<file path="config.mk">
export PLATFORM = sky130hd
export DESIGN_NAME = rtc_bus_arbiter
export DESIGN_NICKNAME = d
export VERILOG_FILES = /design/src/rtl/rtc_bus_arbiter_pkg.sv /design/src/rtl/rtc_arb_prio.sv /design/src/rtl/rtc_bus_arbiter.sv
export SDC_FILE = /design/constraint.sdc
export NUM_CORES = 1
export LEC_CHECK = 0
export CAP_MARGIN = 20
export CORE_ASPECT_RATIO = 0.9
export CORE_MARGIN = 4
export CORE_UTILIZATION = 47
export CTS_CLUSTER_DIAMETER = 80
export CTS_CLUSTER_SIZE = 12
export DETAILED_ROUTE_END_ITERATION = 8
export PLACE_DENSITY_LB_ADDON = 0.08
export SLEW_MARGIN = 40
export SYNTH_ARGS = -nofsm -noshare
export SYNTH_HDL_FRONTEND = slang
export SYNTH_SLANG_ARGS = --single-unit
export TNS_END_PERCENT = 1
</file>
<file path="constraint.sdc">
create_clock -name clk -period 3.21 [get_ports clk]
set_input_delay 0.4815 -clock clk [delete_from_list [all_inputs] [get_ports clk]]
set_output_delay 0.4815 -clock clk [all_outputs]
set_load 0.02 [all_outputs]
</file>
<file path="src/rtl/rtc_bus_arbiter_pkg.sv">
// rtl/rtc_bus_arbiter_pkg.sv - shared codes and defaults for the RTC bus arbiter
//
// Purpose: FSM state codes, grant (owner) codes and the default WAIT
//          timeout shared by rtc_bus_arbiter and rtc_arb_prio.
// Ports:   none (package).

package rtc_bus_arbiter_pkg;

  typedef enum logic [1:0] {
    ST_IDLE    = 2'd0,
    ST_ISSUE   = 2'd1,
    ST_WAIT    = 2'd2,
    ST_RELEASE = 2'd3
  } state_t;

  localparam logic [1:0] G_NONE = 2'b00;
  localparam logic [1:0] G_INIT = 2'b01;
  localparam logic [1:0] G_WR   = 2'b10;
  localparam logic [1:0] G_RD   = 2'b11;

  localparam logic [11:0] TIMEOUT_DEFAULT = 12'h0ff;

endpackage

</file>
<file path="src/rtl/rtc_arb_prio.sv">
// rtl/rtc_arb_prio.sv - fixed-priority encoder for the three RTC requesters
//
// Purpose: maps the pending requests to the owner code of the highest
//          priority requester (init > write > read), G_NONE when idle.
// Ports:
//   init_req   in  1  init sequencer request
//   wr_req     in  1  user-write request
//   rd_req     in  1  periodic-read request
//   grant_code out 2  G_NONE / G_INIT / G_WR / G_RD

module rtc_arb_prio
  import rtc_bus_arbiter_pkg::*;
(
  input  logic       init_req,
  input  logic       wr_req,
  input  logic       rd_req,
  output logic [1:0] grant_code
);

  always_comb begin
    grant_code = G_NONE;
    if (init_req) begin
      grant_code = G_INIT;
    end else if (wr_req) begin
      grant_code = G_WR;
    end else if (rd_req) begin
      grant_code = G_RD;
    end
  end

endmodule

</file>
<file path="src/rtl/rtc_bus_arbiter.sv">
// rtl/rtc_bus_arbiter.sv - shares the RTC bus-cycle engine among three requesters
//
// Purpose: non-preemptive fixed-priority arbiter (init > write > read) in
//          front of the bus-cycle engine. One transaction per grant, read
//          data return and a sticky bus-timeout flag.
// Ports:
//   clk, reset                      clock, synchronous active-high reset
//   init_req/init_addr/init_data    init requester (always a write)
//   wr_req/wr_addr/wr_data          user-write requester
//   rd_req/rd_addr                  read requester
//   init_ack/wr_ack/rd_ack   out    one-cycle completion pulses
//   rd_data/rd_valid         out    last good read byte / success pulse
//   grant                    out    current owner code
//   bus_start/bus_we/bus_addr/bus_wdata  out  engine command
//   bus_done/bus_rdata       in     engine completion and read data
//   timeout_err              out    sticky timeout flag

module rtc_bus_arbiter
  import rtc_bus_arbiter_pkg::*;
#(
  parameter logic [11:0] TIMEOUT = TIMEOUT_DEFAULT
) (
  input  logic       clk,
  input  logic       reset,
  input  logic       init_req,
  input  logic [7:0] init_addr,
  input  logic [7:0] init_data,
  input  logic       wr_req,
  input  logic [7:0] wr_addr,
  input  logic [7:0] wr_data,
  input  logic       rd_req,
  input  logic [7:0] rd_addr,
  output logic       init_ack,
  output logic       wr_ack,
  output logic       rd_ack,
  output logic [7:0] rd_data,
  output logic       rd_valid,
  output logic [1:0] grant,
  output logic       bus_start,
  output logic       bus_we,
  output logic [7:0] bus_addr,
  output logic [7:0] bus_wdata,
  input  logic       bus_done,
  input  logic [7:0] bus_rdata,
  output logic       timeout_err
);

  state_t      state_q, state_d;
  logic [1:0]  grant_q, grant_d;
  logic        bus_we_q, bus_we_d;
  logic [7:0]  bus_addr_q, bus_addr_d;
  logic [7:0]  bus_wdata_q, bus_wdata_d;
  logic [7:0]  rd_data_q, rd_data_d;
  logic [11:0] cnt_q, cnt_d;
  logic        timeout_err_q, timeout_err_d;
  // Marks that the transaction now in RELEASE was aborted, so rd_valid stays low.
  logic        aborted_q, aborted_d;

  logic [1:0]  prio_grant;

  rtc_arb_prio u_prio (
    .init_req   (init_req),
    .wr_req     (wr_req),
    .rd_req     (rd_req),
    .grant_code (prio_grant)
  );

  always_comb begin
    state_d       = state_q;
    grant_d       = grant_q;
    bus_we_d      = bus_we_q;
    bus_addr_d    = bus_addr_q;
    bus_wdata_d   = bus_wdata_q;
    rd_data_d     = rd_data_q;
    cnt_d         = cnt_q;
    timeout_err_d = timeout_err_q;
    aborted_d     = aborted_q;

    unique case (state_q)
      ST_IDLE: begin
        if (prio_grant != G_NONE) begin
          grant_d = prio_grant;
          state_d = ST_ISSUE;
          unique case (prio_grant)
            G_INIT: begin
              bus_we_d    = 1'b1;
              bus_addr_d  = init_addr;
              bus_wdata_d = init_data;
            end
            G_WR: begin
              bus_we_d    = 1'b1;
              bus_addr_d  = wr_addr;
              bus_wdata_d = wr_data;
            end
            default: begin
              bus_we_d    = 1'b0;
              bus_addr_d  = rd_addr;
              bus_wdata_d = 8'h00;
            end
          endcase
        end
      end
      ST_ISSUE: begin
        cnt_d     = 12'd0;
        aborted_d = 1'b0;
        state_d   = ST_WAIT;
      end
      ST_WAIT: begin
        cnt_d = cnt_q + 12'd1;
        // A done arriving on the very cycle the count reaches TIMEOUT still wins.
        if (bus_done) begin
          state_d = ST_RELEASE;
          if (grant_q == G_RD) begin
            rd_data_d = bus_rdata;
          end
        end else if (cnt_d == TIMEOUT) begin
          timeout_err_d = 1'b1;
          aborted_d     = 1'b1;
          state_d       = ST_RELEASE;
        end
      end
      default: begin
        grant_d = G_NONE;
        state_d = ST_IDLE;
      end
    endcase
  end

  always_ff @(posedge clk) begin
    if (reset) begin
      state_q       <= ST_IDLE;
      grant_q       <= G_NONE;
      bus_we_q      <= 1'b0;
      bus_addr_q    <= 8'h00;
      bus_wdata_q   <= 8'h00;
      rd_data_q     <= 8'h00;
      cnt_q         <= 12'd0;
      timeout_err_q <= 1'b0;
      aborted_q     <= 1'b0;
    end else begin
      state_q       <= state_d;
      grant_q       <= grant_d;
      bus_we_q      <= bus_we_d;
      bus_addr_q    <= bus_addr_d;
      bus_wdata_q   <= bus_wdata_d;
      rd_data_q     <= rd_data_d;
      cnt_q         <= cnt_d;
      timeout_err_q <= timeout_err_d;
      aborted_q     <= aborted_d;
    end
  end

  assign bus_start   = (state_q == ST_ISSUE);
  assign init_ack    = (state_q == ST_RELEASE) && (grant_q == G_INIT);
  assign wr_ack      = (state_q == ST_RELEASE) && (grant_q == G_WR);
  assign rd_ack      = (state_q == ST_RELEASE) && (grant_q == G_RD);
  assign rd_valid    = rd_ack && !aborted_q;
  assign grant       = grant_q;
  assign bus_we      = bus_we_q;
  assign bus_addr    = bus_addr_q;
  assign bus_wdata   = bus_wdata_q;
  assign rd_data     = rd_data_q;
  assign timeout_err = timeout_err_q;

endmodule

</file>
==> results.yml <==
critical_path:
  cp_top_family: "simple AND/OR/NAND/NOR gates"
  crit_fanout: 17
  worstSetupPathType: "in -> reg"
  r2r-start: "cnt_q[1]"
  reg2reg_slack_ns: 0.93
  worstRegToRegCells: 7
  timing.rr.end: "state_q[0]"
  slowest_stage: "nor2_1"
  required_ns: 3.45
  start_kind: "input pin"
  arrival_ns: 2.73
  crit_path_max_incr_delay_ns: 0.56
  end_kind: "flip-flop"
  cp_cell_sequence: "clkdlybuf4s50_1 > inv_1 > a21oi_1 > inv_1 > ha_1 > nor2_1 > a22oi_1 > nor2_1"
  critPathBufInv: 3
logic_synthesis:
  synth-seq-cells: 43
  yosys.area.top_type_share_pct: 37.84
  synth_common_cells: "nor2_1, dfxtp_1, a21oi_1, nand2_1, a22oi_1"
  ys_warn_count: 0
  synth-xor-area-share_pct: 0.3850
  synth_edf_count: 0
  ys_types: 41
  synthFlopType: "dfxtp_1"
  synth_area_per_cell_sq_um: 7.633
  syn_nets: 361
  synthCells: 298
  synthMuxAreaShare_pct: 0.4400
  synth_compound_area_share_pct: 25.30
  synthTopCellsByArea: "dfxtp_1, a21oi_1, nor2_1"
  synth_top_family_by_area: "simple AND/OR/NAND/NOR gates"
  yosysMostFrequentCell: "nor2_1"
  ys_seq_area_share_pct: 37.84
  netlist_area_sq_um: 2275
  synthAdderAreaFrac_pct: 4.950
  ys_async_sr_fraction_pct: 0
  yosys.area.top_type: "dfxtp_1"
  synth-simple-area-share_pct: 26.35
power_and_ir_drop:
  intPower_w: 0.001093
  pwr-share-clk_pct: 24.4
  comb_power_share_pct: 38.8
  seqPwrFrac_pct: 36.7
  peakVddDrop_v: 0.0002863
  swShare_pct: 36.58
  p_per_area_nw_per_um2: 525.0
  switchingPower_w: 0.0006303
  p_leak_nw: 1.186
timing:
  worstMarginPinSlew_ns: 0.7968
  hold_viol_final: 0
  maxSlewViolCount: 0
  max_slew_margin_pct: 46.47
  clock_skew_ns: 0.005656
  fmax_ghz: 0.4008
  rsz0062_at_grt: "false"
  layout_setup_ws_ns: 0.7152
  tns_ns: 0
  fin_crit_ns: 2.495
  fin_crit_sh_pct: 77.72
  setup_violations: 0
drt:
  viasPerCell: 5.408
  antenna_left: 0
  vias: 2374
  first_pass_iters: 4
  wl_per_cell_microns: 13.95
  drc: 0
  wl_microns: 6122
  drt-initial-drc-count: 102
clocking:
  post-cts-setup-buffers: 0
  clk-insertion-delay-late_ns: 0.30
  postCtsHoldBufs: 0
  cts_tree: "built"
  cts_sinks: 43
  cts_root_buffer: "clkbuf_8"
  cts.htree.levels: 2
  post_cts_resized: 0
  numCtsBuffers: 5
  cts_max_path_buffers: 2
  clkTransAtPathRegs_ns: 0.08
grt:
  antenna_found_initial: 0
  grt_max_degree: 29
  grt_pass1_vias: 2162
  grt_usage_pct: 20.45
  grt_pass1_wl_microns: 9653
  overflow: 0
layout:
  syn2layout_area_growth_pct: 44.28
  stdcell_count: 439
  antenna_cells: 0
  drive_above_1_share_pct: 5.836
  layout.nets: 439
floorplan:
  ios: 87
  start_util_pct: 49.71
  dieArea_sq_um: 6018
  die_h_microns: 74
  rows: 23
  core-area_sq_um: 4576
  die_w_microns: 81.33
hold_path:
  holdPathEnd: "rd_data[6]"
  min_path_cells: 2
  hold_class: "reg -> reg"
  hp-start: "rd_data[6]"
placement:
  pre_cts_ws_ns: 0.4304
  io_buffers: 86
  gp_congestion: 0.8465
  dpl.hpwl_microns: 4610
  dp.cells: 431
status:
  outcome: "finished clean"
job:
  cap_violations: 0
## kinds of logic (layout without fill, tap and decap cells)
logic type / Yosys count / after routing
multiplexers: 1 / 1
AND/OR/NAND/NOR: 130 / 130
flip-flops: 43 / 43
adder cells (fa/ha/maj): 9 / 9
buffers and inverters: 28 / 107
XOR/XNOR: 1 / 1
AO/OA/AOI/OAI: 86 / 86
## per-layer routing
layer | up-vias | share of wire (%) | global-route usage, %
li1 | 1206 | - | -
met1 | 1076 | 43 | 25.36
met2 | 81 | 47 | 34.54
met3 | 11 | 7.9 | 5.448
met4 | 0 | 1.7 | 6.754
met5 | - | 0 | 0
## layout by cell type (no fill, tap or decap), types with 3 or more instances in the layout
cell,count
nand4_1,5
ha_1,9
nor3_1,8
nand2b_1,3
nand2_1,37
inv_1,9
nor2_1,49
clkdlybuf4s50_1,86
dfxtp_1,43
nand3_1,6
o21ai_0,8
a22o_1,9
clkbuf_8,5
buf_4,4
a21oi_1,38
a31oi_1,3
or3_1,6
a22oi_1,17
or2_2,3
## area by class of cell
cell class                 count  area (sq um)
clock buffer                   5         68.82
clock inverter                 3         43.79
fill                         380          1294
inverter                       9         33.78
multi-input combinational    227          1306
sequential                    43         860.8
tap                           62         77.57
timing repair buffer          90         890.9
## tightest hold or removal path, delay by kind of cell, from the launching register on
kind / cells / cell delay (ns)
AO/OA/AOI/OAI: 1 / 0.05
AND/OR/NAND/NOR: 1 / 0.05
flip-flops: 1 / 0.32
## registers in the layout, indices dropped and copies added (netlist names)
name / count
aborted_q: 1
state_q: 2
bus_wdata: 8
grant: 2
bus_addr: 8
bus_we: 1
cnt_q: 12
timeout_err: 1
rd_data: 8
## worst max-delay path by stage
stage | from | end | slack [ns] | cells after the start
after floorplan | wr_req | bus_addr[7] | 1.12 | 11
after global placement | wr_req | bus_wdata[3] | 0.56 | 8
after detailed placement | wr_req | bus_wdata[7] | 0.43 | 8
after CTS | wr_req | bus_wdata[4] | 0.73 | 8
after global routing | wr_req | bus_wdata[1] | 0.51 | 8
final | wr_req | bus_wdata[7] | 0.72 | 8
## through the flow
| step | util (%) | hold WS [ns] | cell area, sq um | total power [W] |
|---|---|---|---|---|
| 2_1_floorplan | - | 0.4632 | 2275 | 0.001046 |
| 3_3_place_gp | 69.26 | 0.4422 | 3169 | 0.001293 |
| 3_5_place_dp | 69.26 | 0.4456 | 3169 | 0.001309 |
| 4_1_cts | 71.73 | 0.4577 | 3282 | 0.001736 |
| 5_1_grt | 71.73 | 0.4833 | 3282 | 0.001831 |
| 6_report | 71.73 | 0.4565 | 3282 | 0.001723 |
## power by group through the flow
| stage | Combinational (W) | Clock, W | Sequential [W] |
|---|---|---|---|
| final | 0.000669 | 0.000421 | 0.000633 |
| after global routing | 0.000737 | 0.000453 | 0.000641 |
| after CTS | 0.000671 | 0.000432 | 0.000632 |
| after detailed placement | 0.000667 | 0 | 0.000642 |
| after global placement | 0.000654 | 0 | 0.000639 |
| after floorplan | 0.000364 | 0 | 0.000682 |
Power figures use the tool's default switching activity.
==> edit 1 (same settings) <==
Set the package constant `TIMEOUT_DEFAULT` to 12'h07f (it was 12'h0ff).
--- a/src/rtl/rtc_bus_arbiter_pkg.sv
+++ b/src/rtl/rtc_bus_arbiter_pkg.sv
@@ -18,7 +18,7 @@
   localparam logic [1:0] G_WR   = 2'b10;
   localparam logic [1:0] G_RD   = 2'b11;
 
-  localparam logic [11:0] TIMEOUT_DEFAULT = 12'h0ff;
+  localparam logic [11:0] TIMEOUT_DEFAULT = 12'h07f;
 
 endpackage
 
Check against the original RTL: no difference found for any inputs over 10 cycles, from zero or initial values and one cycle with reset high; that may be too few to reach the edited logic, so the function may still have changed.
==> edit 1 against the unedited design <==
- cell area is 2.2% lower
- synthesized area is 0.77% lower
- critical endpoint is now bus_wdata[0]
- sequential cell count unchanged
- register-to-register slack better by 0.16 ns
- die area fell by 0.69%
- combinational power decreased by 1%
- power is 5.5% lower
- worst setup slack gained 0.030 ns
- via count shrank 2.0%
- count of clock-buffer cells in the layout is 2 higher
- wire length down 2.0%
- critical path depth unchanged
- hold slack improved by 0.0055 ns
==> edit 1: results (changes against the unedited design) <==
Met2 Resource Use GR: 34.5% (about the same)
Met2 WL: 2910 um (was 2880 um)
P_leak: 1.18 nW (was 1.19 nW)
Dpl ws: 0.440 ns (was 0.430 ns)
GP Congestion: 0.829 (was 0.847)
Relative slew slack: 60.4% (was 46.5%)
Detailed router's first-iteration violation count: 161 (was 102)
Status: finished, final reports clean (unchanged)
Placed cell area: 3130 um^2 (was 3170 um^2)
Synth Instances: 302 (was 298)
Worst min path class: flip-flop to flip-flop (unchanged)
Critical path arrival: 2.69 ns (was 2.73 ns)
Final HPWL DP: 4390 um (was 4610 um)
Syn nets: 365 (was 361)
Met3 wire len: 476 um (was 483 um)
First-pass GRT wire length: 9940 um (was 9650 um)
Tot GR Track Use: 20.9% (was 20.4%)
Synth unique cells: 40 (was 41)
Switching Share: 37.9% (was 36.6%)
Max IR drop VDD: 0.271 mV (was 0.286 mV)
Clk. pwr: 0.337 mW (was 0.421 mW)
Final setup skew: 0.00781 ns (was 0.00566 ns)
GR Util met1: 25.8% (was 25.4%)
Via density: 5.30 (was 5.41)
DR vias: 2326 (was 2374)
WL/cell: 13.7 um (was 13.9 um)
Sequential area share after synthesis: 38.1% (was 37.8%)
WL met1: 2510 um (was 2660 um)
CTS resizes: 0 (unchanged)
Layout cells sized above 1: 3.18% (was 5.84%)
Most frequent cells after synthesis: 54 x nor2_1, 43 x dfxtp_1, 41 x nand2_1, 40 x a21oi_1 (was 49 x nor2_1, 43 x dfxtp_1, 38 x a21oi_1, 37 x nand2_1, 17 x a22oi_1)
Htree depth: 2 (unchanged)
Pint: 1.01 mW (was 1.09 mW)
Synth Flop Type: dfxtp_1 (unchanged)
Largest net degree at the start of global routing: 45 (was 29)
## edit 1: cell type report
cell class / count / area [um^2]
timing repair buffer: 89 / 883
fill: 398 / 1340
inverter: 9 / 33.8
clock inverter: 1 / 5.00
clock buffer: 7 / 76.3
multi-input combinational: 228 / 1270
tap: 62 / 77.6
sequential: 43 / 861
## edit 1: final timing paths
kind | to | depth (start not counted) | from | slack (ns)
setup / recovery | bus_wdata[0] | 8 | wr_req | 0.75
hold / removal | rd_data[7] | 2 | rd_data[7] | 0.46
setup reg to reg | cnt_q[5] | 5 | state_q[1] | 1.09
hold reg to reg | rd_data[7] | 2 | rd_data[7] | 0.46
## edit 1: kinds of logic (layout without fill, tap and decap cells)
logic type	Yosys count	after routing	synth area share, %
compound gates	82	82	22.6
xor+xnor	4	4	1.55
fa+ha+maj	9	9	4.99
buf+inv	31	106	5.65
flops	43	43	38.1
mux	2	2	0.942
simple gates	131	131	26.2
==> edit 2 (same settings) <==
Made on the original files. Re-encode `state_t` (4 states) as one-hot, 4 bits wide.
--- a/src/rtl/rtc_bus_arbiter_pkg.sv
+++ b/src/rtl/rtc_bus_arbiter_pkg.sv
@@ -6,11 +6,11 @@
 
 package rtc_bus_arbiter_pkg;
 
-  typedef enum logic [1:0] {
-    ST_IDLE    = 2'd0,
-    ST_ISSUE   = 2'd1,
-    ST_WAIT    = 2'd2,
-    ST_RELEASE = 2'd3
+  typedef enum logic [3:0] {
+    ST_IDLE    = 4'b0001,
+    ST_ISSUE   = 4'b0010,
+    ST_WAIT    = 4'b0100,
+    ST_RELEASE = 4'b1000
   } state_t;
 
   localparam logic [1:0] G_NONE = 2'b00;
Function: no difference found for any inputs over 10 cycles, from zero or initial values and one cycle with reset high; not proved beyond that.
==> edit 2 against the unedited design <==
- hold slack worse by 0.0022 ns
- cell area up 0.65%
- sequential cell count increased by 2
- register-to-register slack improved by 0.10 ns
- synthesized area increased by 3.0%
- first-iteration DRC count up 67%
- worst setup slack got worse by 0.23 ns
- via count up 2.3%
- wire length decreased by 0.44%
- count of clock-buffer cells in the layout increased by 1
- critical endpoint is now wr_ack
Power is not compared: it rests on default switching activity, and its combinational part moved more than twofold at a synthesized area within 25%.
==> edit 2: results (changes against the unedited design) <==
Status: finished, final reports clean (unchanged)
Syn nets: 360 (was 361)
Hold Slack: 0.454 ns (was 0.456 ns)
Largest net degree at the start of global routing: 26 (was 29)
Initial antenna violation count: 0 (unchanged)
Post-CTS Setup Bufs: 0 (unchanged)
Max IR drop VDD: 0.267 mV
Synth unique cells: 44 (was 41)
Internal reg-to-reg setup slack: 1.03 ns (was 0.93 ns)
Tot GR Track Use: 20.3% (was 20.4%)
Critical path arrival: 2.25 ns (was 2.73 ns)
CP peak stage delay: 0.73 ns (was 0.56 ns)
Area contributors post-synth: dfxtp_1 38%, a21oi_1 6.4%, nand2_1 6.2%, nor2_1 6.1%, a22oi_1 5.8% (was dfxtp_1 38%, a21oi_1 8.4%, nor2_1 8.1%, nand2_1 6.1%, a22oi_1 5.6%)
Post-synthesis mux area share: 3.84% (was 0.440%)
Compound-Gate Fraction of Synth Area: 22.1% (was 25.3%)
GP Congestion: 0.866 (was 0.847)
Post-synthesis xor/xnor area fraction: 0% (was 0.385%)
CP Max Fanout: 5 (was 17)
First-pass GRT wire length: 9850 um (was 9650 um)
DR vias: 2428 (was 2374)
Final setup skew: 0.0118 ns (was 0.00566 ns)
Clock Path Buffers: 2 (unchanged)
Htree depth: 2 (unchanged)
WL/cell: 13.8 um (was 13.9 um)
Sequential area share after synthesis: 38.4% (was 37.8%)
Worst setup margin: 0.483 ns (was 0.715 ns)
Fraction of registers with async set/reset: 0% (unchanged)
Worst-Margin Slew: 0.636 ns (was 0.797 ns)
Worst min path class: flip-flop to flip-flop (unchanged)
IO buf count: 86 (unchanged)
Synth Area in Adders: 2.67% (was 4.95%)
CP max stage cell: or4b_2 (was nor2_1)
Vias in the first global route: 2219 (was 2162)
Placed cell area: 3220 um^2 (was 3170 um^2)
Worst-Skew Late Latency: 0.30 ns (about the same)
Final HPWL DP: 4500 um (was 4610 um)
Most frequent cells after synthesis: 45 x dfxtp_1, 39 x nand2_1, 38 x nor2_1, 30 x a21oi_1, 18 x a22oi_1 (was 49 x nor2_1, 43 x dfxtp_1, 38 x a21oi_1, 37 x nand2_1, 17 x a22oi_1)
CTS Buf Count: 5 (unchanged)
Final net count: 435 (was 439)
First-pass iteration count of the detailed router: 4 (unchanged)
Detailed router's first-iteration violation count: 170 (was 102)
Dpl ws: 0.460 ns (was 0.430 ns)
## edit 2: cell count changes after synthesis, sizes merged, moves of 4 or more
cell,unedited run,this run
mux2i,1,9
a21oi,38,30
a22o,9,0
nor2,49,39
ha,9,5
or3,7,2
o21ai,8,19
## edit 2: metrics by stage
step / utilization [%] / instances / power [mW]
6_report: 68.3 / 442 / 1.24
3_3_place_gp: 66.6 / 434 / 0.907
2_1_floorplan: - / 301 / 0.767
3_5_place_dp: 66.6 / 434 / 0.912
5_1_grt: 68.3 / 442 / 1.30
4_1_cts: 68.3 / 442 / 1.25
## edit 2: cell families (layout without fill, tap and decap cells)
group | count (synthesis) | in the layout
AND/OR/NAND/NOR | 127 | 127
AO/OA/AOI/OAI | 84 | 84
flip-flops | 45 | 45
buffers and inverters | 31 | 107
multiplexers | 9 | 9
adder cells (fa/ha/maj) | 5 | 5
## edit 2: cell type report
class | count | area [um^2]
Clock buffer | 6 | 72.6
Clock inverter | 2 | 10.0
Fill cell | 429 | 1530
Inverter | 8 | 30.0
Multi-Input combinational cell | 225 | 1310
Sequential cell | 45 | 901
Tap cell | 65 | 81.3
Timing Repair Buffer | 91 | 898
## edit 2: worst paths after layout
| kind | startpoint | end | depth (start not counted) |
|---|---|---|---|
| max reg2reg | cnt_q[0] | state_q[3] | 6 |
| max | state_q[0] | wr_ack | 3 |
| min | bus_addr[4] | bus_addr[4] | 2 |
| min reg2reg | bus_addr[4] | bus_addr[4] | 2 |
## edit 2: report_power, final
group	internal, mW	switching [mW]
clock	0.151	0.187
sequential	0.584	0.0190
combinational	0.145	0.152
total	0.880	0.358
## edit 2: worst max-delay path: cells and delay by family, from the launching register on
family	cells	cell delay (ns)
buffers and inverters	1	0.65
flip-flops	1	0.35
AND/OR/NAND/NOR	2	0.94
## edit 2: layer usage
layer  wire [um]  part of all wire (%)  global-route usage, %  up-vias
met4         146                   2.4                   7.93        0
met2        2790                    46                   33.0       71
met5           0                     0                      0        -
met1        2750                    45                   25.8     1119
li1            -                     -                      -     1225
met3         404                   6.6                   5.26       13
